## config.mk

```make
export PLATFORM = sky130hd
export DESIGN_NAME = mon_exp_host_if_flat
export DESIGN_NICKNAME = d
export VERILOG_FILES = /design/src/rtl/mon_exp_pkg.sv /design/src/rtl/mon_exp_host_if_if.sv /design/src/rtl/mon_exp_host_if_byte_serializer.sv /design/src/rtl/mon_exp_host_if.sv /design/src/flat_wrapper.sv
export SDC_FILE = /design/constraint.sdc
export NUM_CORES = 1
export LEC_CHECK = 0
export CAP_MARGIN = 20
export CELL_PAD_IN_SITES_DETAIL_PLACEMENT = 1
export CELL_PAD_IN_SITES_GLOBAL_PLACEMENT = 2
export CORE_ASPECT_RATIO = 0.7
export CORE_MARGIN = 4
export CORE_UTILIZATION = 29
export CTS_BUF_LIST = sky130_fd_sc_hd__clkbuf_8 sky130_fd_sc_hd__clkbuf_16
export CTS_CLUSTER_SIZE = 25
export DETAILED_ROUTE_END_ITERATION = 8
export PLACE_DENSITY = 0.8
export SYNTH_ARGS = -nofsm -noshare
export SYNTH_HDL_FRONTEND = slang
export SYNTH_SLANG_ARGS = --single-unit
```

## constraint.sdc

```tcl
create_clock -name clk -period 2 [get_ports clk]
set_input_delay 0.2 -clock clk [delete_from_list [all_inputs] [get_ports clk]]
set_output_delay 0.2 -clock clk [all_outputs]
set_load 0.05 [all_outputs]
```

## src/rtl/mon_exp_pkg.sv

```systemverilog
// Shared definitions for the mon_exp host front-end.
// Holds the controller state encoding, default byte counts and helpers that
// derive the operand/result byte counts from an operand width.
package mon_exp_pkg;

    typedef enum logic [2:0] {
        IDLE,
        LOAD,
        ISSUE,
        WAIT,
        UNLOAD
    } state_e;

    localparam int unsigned BIT_LEN_DFLT = 64;
    localparam int unsigned OPND_BYTES   = 4 * BIT_LEN_DFLT / 8;
    localparam int unsigned RES_BYTES    = (BIT_LEN_DFLT + 8) / 8;

    // Bytes needed to carry M_bar, x_bar, e and n.
    function automatic int unsigned opnd_bytes(input int unsigned bit_len);
        return 4 * bit_len / 8;
    endfunction

    // Bytes needed to carry the BIT_LEN+1 bit result (top byte holds the carry bit).
    function automatic int unsigned res_bytes(input int unsigned bit_len);
        return (bit_len + 8) / 8;
    endfunction

endpackage

```

## src/rtl/mon_exp_host_if_if.sv

```systemverilog
// Bus bundle of the mon_exp host front-end.
// Carries the rx byte stream (host -> block), the tx byte stream
// (block -> host) and the start/stop/operand/result link to the core.
// master: the front-end block; slave: the host link plus core.
interface mon_exp_host_if_if #(
    parameter int unsigned BIT_LEN = 64
);
    logic [7:0]         rx_data;
    logic               rx_valid;
    logic               rx_ready;
    logic [7:0]         tx_data;
    logic               tx_valid;
    logic               tx_ready;
    logic [BIT_LEN-1:0] core_M_bar;
    logic [BIT_LEN-1:0] core_x_bar;
    logic [BIT_LEN-1:0] core_e;
    logic [BIT_LEN-1:0] core_n;
    logic               core_start;
    logic               core_stop;
    logic [BIT_LEN:0]   core_ans;

    modport master (
        input  rx_data, rx_valid, tx_ready, core_stop, core_ans,
        output rx_ready, tx_data, tx_valid,
        output core_M_bar, core_x_bar, core_e, core_n, core_start
    );

    modport slave (
        output rx_data, rx_valid, tx_ready, core_stop, core_ans,
        input  rx_ready, tx_data, tx_valid,
        input  core_M_bar, core_x_bar, core_e, core_n, core_start
    );
endinterface

```

## src/rtl/mon_exp_host_if_byte_serializer.sv

```systemverilog
// Parallel-load byte serializer with a valid/ready output stream.
// Ports: clk, rst_n; load_i/data_i load a word (MS byte sent first);
// tx_ready_i from the sink; tx_data_o/tx_valid_o to the sink;
// last_o flags that the byte on tx_data_o is the final one.
module mon_exp_host_if_byte_serializer #(
    parameter int unsigned NBYTES = 9
) (
    input  logic                clk,
    input  logic                rst_n,
    input  logic                load_i,
    input  logic [8*NBYTES-1:0] data_i,
    input  logic                tx_ready_i,
    output logic [7:0]          tx_data_o,
    output logic                tx_valid_o,
    output logic                last_o
);
    localparam int unsigned W    = 8 * NBYTES;
    localparam int unsigned CW   = $clog2(NBYTES + 1);

    logic [W-1:0]  shreg_q;
    logic [CW-1:0] cnt_q;
    logic          valid_q;
    logic          last_q;

    // Shift register doubles as the result holding register.
    always_ff @(posedge clk or negedge rst_n) begin
        if (!rst_n) begin
            shreg_q <= '0;
            cnt_q   <= '0;
            valid_q <= 1'b0;
            last_q  <= 1'b0;
        end else if (load_i) begin
            shreg_q <= data_i;
            cnt_q   <= CW'(NBYTES);
            valid_q <= 1'b1;
            last_q  <= (NBYTES == 1);
        end else if (valid_q && tx_ready_i) begin
            shreg_q <= {shreg_q[W-9:0], 8'h00};
            cnt_q   <= cnt_q - CW'(1);
            valid_q <= (cnt_q != CW'(1));
            last_q  <= (cnt_q == CW'(2));
        end
    end

    assign tx_data_o  = shreg_q[W-1 -: 8];
    assign tx_valid_o = valid_q;
    assign last_o     = last_q;
endmodule

```

## src/rtl/mon_exp_host_if.sv

```systemverilog
// Host front-end for the mon_exp exponentiation core.
// Collects M_bar, x_bar, e, n (MS byte first) from the rx byte stream,
// raises core_start, waits for a fresh rising edge of core_stop (or times
// out), then streams the BIT_LEN+1 bit result back out MS byte first.
// Ports: clk, rst_n (async, active low); bus (master side of the host/core
// bundle); busy_o high outside IDLE; err_o sticky timeout flag.
module mon_exp_host_if
    import mon_exp_pkg::*;
#(
    parameter int unsigned BIT_LEN        = 64,
    parameter int unsigned TIMEOUT_CYCLES = 65535,
    parameter int unsigned TO_W           = 16
) (
    input  logic                clk,
    input  logic                rst_n,
    mon_exp_host_if_if.master   bus,
    output logic                busy_o,
    output logic                err_o
);
    localparam int unsigned NB    = opnd_bytes(BIT_LEN);
    localparam int unsigned RB    = res_bytes(BIT_LEN);
    localparam int unsigned SH_W  = 4 * BIT_LEN;
    localparam int unsigned RES_W = 8 * RB;
    localparam int unsigned CNT_W = $clog2(NB + 1);

    state_e           state_q;
    logic [SH_W-1:0]  opnd_q;
    logic [CNT_W-1:0] byte_cnt_q;
    logic [TO_W-1:0]  to_cnt_q;
    logic             stop_seen_low_q;
    logic             rx_ready_q;
    logic             core_start_q;
    logic             busy_q;
    logic             err_q;

    logic             rx_fire_c;
    logic             done_c;
    logic             ser_last;
    logic             tx_last_fire_c;

    assign rx_fire_c      = bus.rx_valid && rx_ready_q;
    // Completion needs a low sample in WAIT first, so a stale-high stop is ignored.
    assign done_c         = (state_q == WAIT) && bus.core_stop && stop_seen_low_q;
    assign tx_last_fire_c = (state_q == UNLOAD) && bus.tx_valid && bus.tx_ready && ser_last;

    // Controller FSM with operand deserialisation and timeout.
    always_ff @(posedge clk or negedge rst_n) begin
        if (!rst_n) begin
            state_q         <= IDLE;
            opnd_q          <= '0;
            byte_cnt_q      <= '0;
            to_cnt_q        <= '0;
            stop_seen_low_q <= 1'b0;
            rx_ready_q      <= 1'b0;
            core_start_q    <= 1'b0;
            busy_q          <= 1'b0;
            err_q           <= 1'b0;
        end else begin
            case (state_q)
                IDLE: begin
                    rx_ready_q <= 1'b1;
                    if (rx_fire_c) begin
                        err_q      <= 1'b0;
                        opnd_q     <= {opnd_q[SH_W-9:0], bus.rx_data};
                        byte_cnt_q <= CNT_W'(1);
                        busy_q     <= 1'b1;
                        state_q    <= LOAD;
                    end
                end
                LOAD: begin
                    if (rx_fire_c) begin
                        opnd_q     <= {opnd_q[SH_W-9:0], bus.rx_data};
                        byte_cnt_q <= byte_cnt_q + CNT_W'(1);
                        // Start is raised with the move to ISSUE so it is high in that cycle.
                        if (byte_cnt_q == CNT_W'(NB - 1)) begin
                            rx_ready_q   <= 1'b0;
                            core_start_q <= 1'b1;
                            state_q      <= ISSUE;
                        end
                    end
                end
                ISSUE: begin
                    to_cnt_q        <= '0;
                    stop_seen_low_q <= 1'b0;
                    state_q         <= WAIT;
                end
                WAIT: begin
                    to_cnt_q <= to_cnt_q + TO_W'(1);
                    if (!bus.core_stop) begin
                        stop_seen_low_q <= 1'b1;
                    end
                    if (done_c) begin
                        core_start_q <= 1'b0;
                        state_q      <= UNLOAD;
                    end else if (to_cnt_q + TO_W'(1) == TO_W'(TIMEOUT_CYCLES)) begin
                        err_q        <= 1'b1;
                        core_start_q <= 1'b0;
                        busy_q       <= 1'b0;
                        rx_ready_q   <= 1'b1;
                        state_q      <= IDLE;
                    end
                end
                UNLOAD: begin
                    if (tx_last_fire_c) begin
                        busy_q     <= 1'b0;
                        rx_ready_q <= 1'b1;
                        state_q    <= IDLE;
                    end
                end
                default: begin
                    state_q <= IDLE;
                end
            endcase
        end
    end

    // Result serialiser; ans is zero-extended so its carry bit forms the top byte.
    mon_exp_host_if_byte_serializer #(
        .NBYTES (RB)
    ) u_ser (
        .clk        (clk),
        .rst_n      (rst_n),
        .load_i     (done_c),
        .data_i     (RES_W'(bus.core_ans)),
        .tx_ready_i (bus.tx_ready),
        .tx_data_o  (bus.tx_data),
        .tx_valid_o (bus.tx_valid),
        .last_o     (ser_last)
    );

    // First operand shifted in ends up in the top slice.
    assign bus.core_M_bar = opnd_q[4*BIT_LEN-1 -: BIT_LEN];
    assign bus.core_x_bar = opnd_q[3*BIT_LEN-1 -: BIT_LEN];
    assign bus.core_e     = opnd_q[2*BIT_LEN-1 -: BIT_LEN];
    assign bus.core_n     = opnd_q[BIT_LEN-1:0];
    assign bus.core_start = core_start_q;
    assign bus.rx_ready   = rx_ready_q;
    assign busy_o         = busy_q;
    assign err_o          = err_q;
endmodule

```

## src/flat_wrapper.sv

```systemverilog
// flat-port wrapper written by rule: the top's interface ports become plain ports
module mon_exp_host_if_flat import mon_exp_pkg::*;
#(
    parameter int unsigned BIT_LEN        = 64,
    parameter int unsigned TIMEOUT_CYCLES = 65535,
    parameter int unsigned TO_W           = 16
)
  (clk, rst_n, busy_o, err_o, bus_rx_data, bus_rx_valid, bus_tx_ready, bus_core_stop, bus_core_ans, bus_rx_ready, bus_tx_data, bus_tx_valid, bus_core_M_bar, bus_core_x_bar, bus_core_e, bus_core_n, bus_core_start);
  mon_exp_host_if_if #(.BIT_LEN(BIT_LEN)) bus_i ();
  input  logic clk;
  input  logic rst_n;
  output logic busy_o;
  output logic err_o;
  input wire logic [$bits(bus_i.rx_data)-1:0] bus_rx_data;
  input wire logic [$bits(bus_i.rx_valid)-1:0] bus_rx_valid;
  input wire logic [$bits(bus_i.tx_ready)-1:0] bus_tx_ready;
  input wire logic [$bits(bus_i.core_stop)-1:0] bus_core_stop;
  input wire logic [$bits(bus_i.core_ans)-1:0] bus_core_ans;
  output wire logic [$bits(bus_i.rx_ready)-1:0] bus_rx_ready;
  output wire logic [$bits(bus_i.tx_data)-1:0] bus_tx_data;
  output wire logic [$bits(bus_i.tx_valid)-1:0] bus_tx_valid;
  output wire logic [$bits(bus_i.core_M_bar)-1:0] bus_core_M_bar;
  output wire logic [$bits(bus_i.core_x_bar)-1:0] bus_core_x_bar;
  output wire logic [$bits(bus_i.core_e)-1:0] bus_core_e;
  output wire logic [$bits(bus_i.core_n)-1:0] bus_core_n;
  output wire logic [$bits(bus_i.core_start)-1:0] bus_core_start;
  assign bus_i.rx_data = bus_rx_data;
  assign bus_i.rx_valid = bus_rx_valid;
  assign bus_i.tx_ready = bus_tx_ready;
  assign bus_i.core_stop = bus_core_stop;
  assign bus_i.core_ans = bus_core_ans;
  assign bus_rx_ready = bus_i.rx_ready;
  assign bus_tx_data = bus_i.tx_data;
  assign bus_tx_valid = bus_i.tx_valid;
  assign bus_core_M_bar = bus_i.core_M_bar;
  assign bus_core_x_bar = bus_i.core_x_bar;
  assign bus_core_e = bus_i.core_e;
  assign bus_core_n = bus_i.core_n;
  assign bus_core_start = bus_i.core_start;
  mon_exp_host_if #(.BIT_LEN(BIT_LEN), .TIMEOUT_CYCLES(TIMEOUT_CYCLES), .TO_W(TO_W)) u_core (.clk(clk), .rst_n(rst_n), .bus(bus_i), .busy_o(busy_o), .err_o(err_o));
endmodule
```

==> run_results.csv <==
group,metric,value,unit
final_layout,insertedDiodeCount,0,
final_layout,finish.net_count,2135,
detailed_routing,drt_iter0_drc,795,
place,dp.cells,2682,
synthesis,synth-edff-count,0,
setup_path,critPathCaptureType,"output pin",
detailed_routing,vias,12691,
setup_path,crit_buf_inv,1,
setup_path,r2r.worst_path.cells,6,
synthesis,synth_seq_cells,364,
cts,tritoncts,"done",
synthesis,yosys.cell_types.count,54,
detailed_routing,routedWlPerCell,17.98,µm
setup_path,crit_slowest_cell,"sky130_fd_sc_hd__clkdlybuf4s50_1",
setup_path,cp_max_fo,2,
power,share_seq_of_total_power,34.4,%
global_routing,grt_pass1_wl,79140,µm
final_layout,layout-area-overhead-vs-synth,39.70,%
die,placement_rows,69,
synthesis,yosys_most_used_dff,"sky130_fd_sc_hd__dfrtp_1",
timing,fmaxAchievable,0.5139,GHz
die,design.portCount,347,
synthesis,cell_count_after_synthesis,1716,
synthesis,asyncSetResetFlopFracSynth,100.0,%
final_layout,finish.cell_count_without_fillers,2751,
timing,finalCriticalPeriod,1.946,ns
detailed_routing,detail-route-antenna-nets,0,
final_layout,mostFrequentLayoutCell,"sky130_fd_sc_hd__nand2_1",
hold_path,min_from,"bus_rx_data[6]",
timing,final.setup.worst_slack,0.05397,ns
synthesis,synth.avg_cell_area,8.644,µm²
final_layout,layout-drive-gt1-share,7.463,%
setup_path,worstSetupStartpointType,"register",
global_routing,number_of_global_route_vias_before_repair,13609,
setup_path,timing.rr.end,"u_core.bus.core_start",
place,preCtsSetupSlack,-0.01399,ns
power,cellInternalPower,18.71,mW
cts,sink_count,364,
cts,post_cts_setup_buffer_count,0,
global_routing,grt.overflow.total,0,
timing,rsz_0062_raised_after_global_routing,"true",
power,power_frac_comb,44.7,%
setup_path,timing.critical_path.required,1.80,ns
synthesis,synth.yosys.warnings,0,
power,vdd.ir_drop.worst,0.0009931,V
place,port-buffer-count,346,
detailed_routing,routed_wirelength,49470,µm
timing,worstMarginPinSlew,0.6039,ns
setup_path,path_delay_family,"buffers and inverters",
cts,cts_made_buffers,40,
setup_path,ff2ff_setup_slack,0.13,ns
synthesis,ys_seq_area_share,61.41,%
power,total_leakage_power,11.77,nW
hold_path,min_path_cells,3,
global_routing,grt_antenna_before_repair,1,
die,coreArea,0.05068,mm²
die,width_of_the_chip,278.3,µm
final_layout,layout.core_utilization,40.89,%
flow_run,max_cap_violations,0,
global_routing,pin_count_of_the_biggest_net_entering_global_routing,86,
timing,setup-violations-final,0,
timing,report.final.hold_viol_count,0,
detailed_routing,post_drt_via_cell_ratio,4.613,
setup_path,crit_path_max_incr_delay,0.83,ns
cts,cts.path.max_buffers,3,
setup_path,crit_arrival,1.75,ns
power,total_power,35.45,mW
place,dp.final_hpwl,34450,µm
hold_path,min_delay_worst_endpoint,"u_core.opnd_q[6]",
timing,post-route-period-util,97.30,%
setup_path,crit_chain,"clkdlybuf4s50_1",
synthesis,mappedNetlistArea,0.01483,mm²
cts,cts.htree.levels,2,
die,floorplan.initialDensity,29.27,%
timing,timing_max_transition_violations_final,0,
cts,ctsRootBufferMaster,"sky130_fd_sc_hd__clkbuf_16",
run_status,outcome,"complete, no violations",
hold_path,timing.hold.worst.class,"primary input to register",
power,switching_power_summed_over_all_nets,16.74,mW
setup_path,reg2reg_from,"u_core.to_cnt_q[1]",
setup_path,setup.worst_path.class,"register to output pin",
detailed_routing,drt_pass1_iterations,4,
cts,clock_latency,0.54,ns
die,die_area,0.05489,mm²
timing,max_slew_margin,59.68,%
synthesis,postSynthNetCount,1800,
power,share_clk_of_total_power,20.9,%
place,gp_routability_congestion,0.8126,
die,dieHeight,197.2,µm
global_routing,overall_global_routing_resource_usage,17.77,%
timing,whs,0.2003,ns
detailed_routing,drt_drc_violations_left,0,
power,power.density,1711,mW/mm²
timing,clock_skews,0.01779,ns
final_layout,layout_common_cells,"sky130_fd_sc_hd__nand2_1, sky130_fd_sc_hd__dfrtp_1, sky130_fd_sc_hd__clkdlybuf4s50_1, sky130_fd_sc_hd__dlygate4sd2_1, sky130_fd_sc_hd__nor2_1",
power,swShare,47.23,%
cts,cts.clk_slew.worst_paths,0.06,ns
final_layout,fillerInstances,5859,
-- power groups by stage --
stage	clock (mW)	sequential (mW)	combinational [mW]
detailed placement	0	12.3	16.6
global placement	0	12.3	16.4
floorplan	0	18.1	3.95
finish	7.41	12.2	15.8
CTS	7.68	12.3	16.1
global route	7.99	12.6	17.0
-- per-stage QoR --
step                setup TNS [ns]  area, µm²
detailed placement        -0.01813      19330
CTS                              0      20510
floorplan                        0      14830
global placement                 0      19330
global route              -0.01139      20720
finish                           0      20720
-- cell usage after synthesis, drive strengths merged, types with 2 or more instances --
library cell,n,area [µm²]
a22o,2,17.52
nor4,3,18.77
buf,29,160.2
nand2,948,3558
and3,3,18.77
nand3,22,115.1
and4,5,46.29
mux2i,6,60.06
a31oi,58,362.9
nor3,12,65.06
xnor2,2,17.52
o21ai,22,110.1
o31ai,2,15.01
a21oi,24,120.1
o211ai,3,22.52
dfrtp,364,9109
xor2,2,17.52
nor2b,2,12.51
o22ai,4,25.02
nor2,76,285.3
nand2b,3,18.77
ha,6,75.07
clkbuf,82,309.0
or3,3,18.77
or4,2,15.01
inv,7,26.27
nand4,6,52.55
-- how the worst max path moves through the flow --
stage                     depth (start not counted)                    end           startpoint  slack [ns]
after floorplan                                   7   u_core.byte_cnt_q[3]  u_core.bus.rx_ready        0.06
after global placement                            6     u_core.opnd_q[158]         bus_rx_valid        0.09
after detailed placement                          6  u_core.bus.core_start   u_core.to_cnt_q[1]       -0.01
after CTS                                         1          bus_core_e[7]    u_core.opnd_q[71]     0.00007
after global routing                              7    u_core.to_cnt_q[12]   u_core.to_cnt_q[1]       -0.01
final                                             1                 busy_o        u_core.busy_o        0.05
-- repair_timing --
action,in CTS,in global routing
hold buffers,1,0
resized for setup,111,79
endpoints found under the setup margin,115,79
endpoints found under the hold margin,48,0
pin swaps,0,1
-- layer usage --
metal	track usage [%]	part of all wire, %	vias up
met3	6.120	7.3	60
met5	0	0	-
li1	-	-	6089
met4	3.433	1.8	0
met1	24.39	46	6328
met2	27.65	45	214
-- kinds of logic after synthesis --
kind of cell             synth area share [%]
AO/OA/AOI/OAI                           5.272
XOR/XNOR                               0.2362
adder cells (fa/ha/maj)                0.5061
buffers and inverters                   3.340
flip-flops                              61.41
multiplexers                           0.4049
AND/OR/NAND/NOR                         28.83
-- registers in the layout, summed over array words and instances, names as in the netlist --
| register | flops |
|---|---|
| u_core.state_q | 3 |
| u_core.u_ser.shreg_q | 72 |
| u_core.stop_seen_low_q | 1 |
| u_core.u_ser.last_o | 1 |
| u_core.u_ser.tx_valid_o | 1 |
| u_core.bus.rx_ready | 1 |
| u_core.byte_cnt_q | 6 |
| u_core.bus.core_start | 1 |
| u_core.u_ser.cnt_q | 4 |
| u_core.err_o | 1 |
| u_core.opnd_q | 256 |
| u_core.to_cnt_q | 16 |
| u_core.busy_o | 1 |
-- layout make-up --
class | instances | area, µm² | share of cell area [%]
multi-input combinational | 1234 | 5288 | 25.52
tap | 674 | 843.3 | 4.070
sequential | 364 | 9112 | 43.98
clock buffer | 50 | 1150 | 5.549
inverter | 7 | 26.28 | 0.1268
timing repair buffer | 404 | 4153 | 20.04
clock inverter | 18 | 148.9 | 0.7186
Note: power is estimated with default switching activity, not from simulation.
